<file path="config.mk">
export PLATFORM = sky130hd
export DESIGN_NAME = pll_rst_seq
export DESIGN_NICKNAME = d
export VERILOG_FILES = /design/src/rtl/pll_rst_seq.sv
export SDC_FILE = /design/constraint.sdc
export NUM_CORES = 1
export LEC_CHECK = 0
export ABC_AREA = 1
export BUFFER_PORTS_ARGS = -buffer_cell sky130_fd_sc_hd__buf_2
export CORE_MARGIN = 3
export CORE_UTILIZATION = 46
export CTS_BUF_LIST = sky130_fd_sc_hd__clkbuf_8
export CTS_CLUSTER_SIZE = 14
export DETAILED_ROUTE_END_ITERATION = 8
export GPL_ROUTABILITY_DRIVEN = 0
export GPL_TIMING_DRIVEN = 0
export PLACE_DENSITY_LB_ADDON = 0.15
export SLEW_MARGIN = 20
export SYNTH_ARGS = -nofsm -noshare
export SYNTH_HDL_FRONTEND = slang
export SYNTH_SLANG_ARGS = --single-unit
export TNS_END_PERCENT = 50
</file>
<file path="constraint.sdc">
create_clock -name clk -period 4.8 [get_ports clk]
set_input_delay 0.48 -clock clk [delete_from_list [all_inputs] [get_ports clk]]
set_output_delay 0.48 -clock clk [all_outputs]
set_load 0.02 [all_outputs]
</file>
<file path="src/rtl/pll_rst_seq.sv">
// Reset sequencer behind the clock-generation PLL: qualifies the PLL lock flag,
// drives the PLL reset and releases four per-domain resets in a fixed order.
module pll_rst_seq #(
   parameter int SYNC_STAGES     = 2,
   parameter int PLL_RST_CYC     = 8,
   parameter int LOCK_STABLE_CYC = 1024,
   parameter int STAGE_GAP       = 16,
   parameter int LOCK_TIMEOUT    = 65536
) (
   input  logic       clk,
   input  logic       reset,
   input  logic       locked,
   output logic       pll_rst,
   output logic [3:0] rst_out,
   output logic       ready,
   output logic [7:0] lost_cnt,
   output logic       timeout_err
);

   localparam int MAX_AB  = (PLL_RST_CYC > LOCK_STABLE_CYC) ? PLL_RST_CYC : LOCK_STABLE_CYC;
   localparam int MAX_CD  = (STAGE_GAP > LOCK_TIMEOUT) ? STAGE_GAP : LOCK_TIMEOUT;
   localparam int MAX_CNT = (MAX_AB > MAX_CD) ? MAX_AB : MAX_CD;
   localparam int CNT_W   = $clog2(MAX_CNT + 1);

   localparam logic [CNT_W-1:0] PLL_LAST     = CNT_W'(PLL_RST_CYC - 1);
   localparam logic [CNT_W-1:0] STABLE_LAST  = CNT_W'(LOCK_STABLE_CYC - 1);
   localparam logic [CNT_W-1:0] GAP_LAST     = CNT_W'(STAGE_GAP - 1);
   localparam logic [CNT_W-1:0] TIMEOUT_LAST = CNT_W'(LOCK_TIMEOUT - 1);

   typedef enum logic [2:0] {
      PLLRST,
      WAIT_LOCK,
      STABLE,
      RELEASE,
      RUN
   } state_t;

   state_t                 state, state_nxt;
   logic [CNT_W-1:0]       cnt, cnt_nxt;
   logic [1:0]             stage, stage_nxt;
   logic [SYNC_STAGES-1:0] locked_sync;
   logic                   locked_s;
   logic                   pll_rst_nxt;
   logic [3:0]             rst_out_nxt;
   logic                   ready_nxt;
   logic [7:0]             lost_cnt_nxt;
   logic                   timeout_err_nxt;

   function automatic logic [7:0] sat_inc(input logic [7:0] v);
      return (v == 8'hFF) ? v : v + 8'd1;
   endfunction

   assign locked_s = locked_sync[SYNC_STAGES-1];

   always_ff @(posedge clk) begin
      if (reset) begin
         locked_sync <= '0;
         state       <= PLLRST;
         cnt         <= '0;
         stage       <= 2'd0;
         pll_rst     <= 1'b1;
         rst_out     <= 4'b1111;
         ready       <= 1'b0;
         lost_cnt    <= 8'd0;
         timeout_err <= 1'b0;
      end else begin
         locked_sync <= {locked_sync[SYNC_STAGES-2:0], locked};
         state       <= state_nxt;
         cnt         <= cnt_nxt;
         stage       <= stage_nxt;
         pll_rst     <= pll_rst_nxt;
         rst_out     <= rst_out_nxt;
         ready       <= ready_nxt;
         lost_cnt    <= lost_cnt_nxt;
         timeout_err <= timeout_err_nxt;
      end
   end

   always_comb begin
      state_nxt       = state;
      cnt_nxt         = cnt;
      stage_nxt       = stage;
      pll_rst_nxt     = pll_rst;
      rst_out_nxt     = rst_out;
      ready_nxt       = ready;
      lost_cnt_nxt    = lost_cnt;
      timeout_err_nxt = timeout_err;
      case (state)
         PLLRST: begin
            pll_rst_nxt = 1'b1;
            if (cnt == PLL_LAST) begin
               state_nxt   = WAIT_LOCK;
               cnt_nxt     = '0;
               pll_rst_nxt = 1'b0;
            end else begin
               cnt_nxt = cnt + 1'b1;
            end
         end
         WAIT_LOCK: begin
            if (locked_s) begin
               state_nxt = STABLE;
               cnt_nxt   = '0;
            end else if (cnt == TIMEOUT_LAST) begin
               timeout_err_nxt = 1'b1;
               state_nxt       = PLLRST;
               cnt_nxt         = '0;
               pll_rst_nxt     = 1'b1;
            end else begin
               cnt_nxt = cnt + 1'b1;
            end
         end
         STABLE: begin
            // A drop here is a failed qualification, not a lock loss.
            if (!locked_s) begin
               state_nxt = WAIT_LOCK;
               cnt_nxt   = '0;
            end else if (cnt == STABLE_LAST) begin
               state_nxt = RELEASE;
               cnt_nxt   = '0;
               stage_nxt = 2'd0;
            end else begin
               cnt_nxt = cnt + 1'b1;
            end
         end
         RELEASE, RUN: begin
            if (!locked_s) begin
               rst_out_nxt  = 4'b1111;
               ready_nxt    = 1'b0;
               lost_cnt_nxt = sat_inc(lost_cnt);
               state_nxt    = PLLRST;
               pll_rst_nxt  = 1'b1;
               cnt_nxt      = '0;
            end else if (state == RELEASE) begin
               if (cnt == GAP_LAST) begin
                  rst_out_nxt[stage] = 1'b0;
                  cnt_nxt            = '0;
                  stage_nxt          = stage + 2'd1;
                  if (stage == 2'd3) begin
                     ready_nxt = 1'b1;
                     state_nxt = RUN;
                  end
               end else begin
                  cnt_nxt = cnt + 1'b1;
               end
            end
         end
         default: begin
            state_nxt = PLLRST;
            cnt_nxt   = '0;
         end
      endcase
   end

endmodule

</file>
==> results.yml <==
clock_network:
  cts-buffers-inserted: 5
  clock_sinks: 39
  clock_path_buffers: 2
  post_cts_resized: 0
  insertion_delay_ns: 0.30
  cts_htree_levels: 2
  cts_setup_buffers: 0
  clk_pin_slew_ns: 0.08
  cts_tree: "yes"
  cts_root_buf: "clkbuf_8"
  ctsHoldBuffers: 0
critical_path:
  path_buf_inv: 1
  crit_family: "simple AND/OR/NAND/NOR gates"
  critPathMaxStageDelay_ns: 0.38
  critical-path-slowest-cell: "dfxtp_1"
  path_cells: "ha_1 -> nand3_2 -> nor2_1 -> nand3_1 -> nor3_2 -> nand4_1 -> inv_1 -> ha_1 -> nor2_1 -> nand2_1 -> nand2_1 -> a21oi_1 -> nand4_1 -> nand2_1 -> a21oi_1"
  critPathKind: "reg -> reg"
  cp.required_ns: 4.96
  crit_arrival_ns: 2.77
  crit_fanout: 4
  endpoint_kind: "flip-flop"
  crit_top_cell: "nand2_1"
  start_kind: "flip-flop"
layout:
  instances_no_fill: 385
  nNetsFinal: 344
  drive_gt1_share_pct: 13.51
  fillers: 416
  seq_area_um2: 780.7
  multi_input_area_um2: 1131
  area_growth_pct: 12.40
  diodes: 0
sta:
  hold_viol: 0
  timing.fmax_mhz: 383.5
  maxSlewViolCount: 0
  worst_pin_slew_ns: 0.4970
  fin_crit_sh_pct: 54.32
  min_period_ns: 2.607
  slew_headroom_pct: 66.87
  whs_ns: 0.3792
  grt_setup_unrepaired: "no"
  fin_skew_ns: 0.008031
  finalSetupTns_ns: 0
  setup_viol: 0
pwr:
  p_comb_share_pct: 8.9
  total_power_mw: 0.6726
  ir_worst_vdd_mv: 0.1784
  p_seq_share_pct: 50.3
  pwr-share-clk_pct: 40.9
  switching_share_pct: 24.77
  p_switching_mw: 0.1666
  p_leak_nw: 0.9956
  power_density_nw_per_um2: 282.3
  cellInternalPower_mw: 0.5060
floorplan:
  design.core.area_um2: 4414
  die_x_um: 73.88
  floorplan.initialDensity_pct: 48.02
  num_io_pins: 18
  die_h_um: 73.88
  num_rows: 24
  die_area_um2: 5458
synth:
  ys_types: 29
  netlist_area_um2: 2120
  syn_inst: 308
  ys_async_sr_fraction_pct: 0
  yosys-top-cells-count: "nand2_1, inv_1, nor2_1"
  synth.area.top_cells: "dfxtp_1, nand2_1, inv_1"
  seq_area_frac_synth_pct: 36.84
  synthesis.nets: 320
  ys_dominant_reg_cell: "dfxtp_1"
  yosysTopAreaCell: "dfxtp_1"
  synth_most_common_cell: "nand2_1"
  yosys.area.top_type_share_pct: 36.84
  ys.warnings.count: 0
  synth-edff-count: 0
  synth_seq_cells: 39
  syn_area_per_cell_um2: 6.882
drt:
  drt_first_pass_iters: 4
  viasPerCell: 5.034
  post_drt_wl_per_cell_um: 11.32
  wl_um: 4357
  drtIter0Drc: 148
  via_count: 1938
  ant_nets: 0
  drc_errors: 0
flow_run:
  cap_viol_max_count: 0
global_routing:
  grt_max_degree: 14
  grt_overflow_total: 0
  grt_pass1_wl_um: 7279
  grtUsageTotal_pct: 17.23
  antenna_found_initial: 0
  first_global_vias: 1626
outcome:
  status: "complete, no violations"
placed_design:
  dp_cells: 377
  dpl.hpwl_um: 3242
  io_buffers: 17
hold_path:
  hp-class: "in -> reg"
[cell usage in the layout (no fill, tap or decap), drive strengths merged]
master and count:
o31ai 1, dfxtp 39, nand3 24, o21ai 21
nor2 48, nand2 63, a31oi 1, clkbuf 7
buf 19, xor2 5, nand3b 3, xnor2 2
a21oi 19, nor3 11, nand4 8, ha 9
clkinv 2, bufinv 1, inv 48, or2 2
[flip-flops by register name (all words and copies together), names as in the netlist]
name / flops
locked_sync: 2
ready: 1
rst_out: 4
timeout_err: 1
pll_rst: 1
lost_cnt: 8
stage: 2
cnt: 17
state: 3
[cell families after synthesis]
group / share of synthesized area [%]
AOI/OAI and AO/OA: 10.98
and+or+nand+nor: 34.18
DFF: 36.84
adders and majority gates: 5.313
xor gates and xnor gates: 2.893
buffers and inverters: 9.799
[per-stage QoR]
stage | utilization [%] | setup slack (ns) | cell area (um^2)
after floorplan | - | 2.648 | 2120
after global placement | 51.42 | 2.248 | 2270
after detailed placement | 51.42 | 2.264 | 2270
after CTS | 53.97 | 2.201 | 2382
after global routing | 53.97 | 1.939 | 2382
final | 53.97 | 2.193 | 2382
[power groups by stage]
stage	combinational, mW	sequential (mW)	clock (mW)
6_report	0.0596	0.338	0.275
5_1_grt	0.0673	0.340	0.300
4_1_cts	0.0596	0.338	0.283
3_5_place_dp	0.0589	0.346	0
3_3_place_gp	0.0588	0.346	0
2_1_floorplan	0.0436	0.346	0
[worst min-delay path, delay by kind of cell]
kind | cells | cell delay, ns
and+or+nand+nor | 1 | 0.03
buffers and inverters | 2 | 0.13
[routing by layer]
layer	share of wire (%)	track usage, %
met5	0	0
met3	4.5	5.472
met1	50	23.36
met4	2.2	6.640
met2	44	25.30
[final timing paths]
check                            startpoint                         to  slack (ns)  cells past startpoint
hold / removal                       locked  locked_sync[0]$_SDFF_PP0_        0.38                      3
hold reg to reg   locked_sync[0]$_SDFF_PP0_  locked_sync[1]$_SDFF_PP0_        0.41                      2
setup reg to reg        cnt[0]$_SDFFE_PP0N_      state[1]$_SDFFE_PP0P_        2.19                     15
setup / recovery        cnt[0]$_SDFFE_PP0N_      state[1]$_SDFFE_PP0P_        2.19                     15
[layout make-up]
class | count | area share (%)
Sequential cell | 39 | 32.77
Multi-Input combinational cell | 217 | 47.48
Timing Repair Buffer | 17 | 3.571
Buffer | 4 | 1.155
Tap cell | 52 | 2.731
Clock buffer | 5 | 2.889
Inverter | 48 | 7.563
Clock inverter | 3 | 1.838
Note: power is estimated with default switching activity, not from simulation.
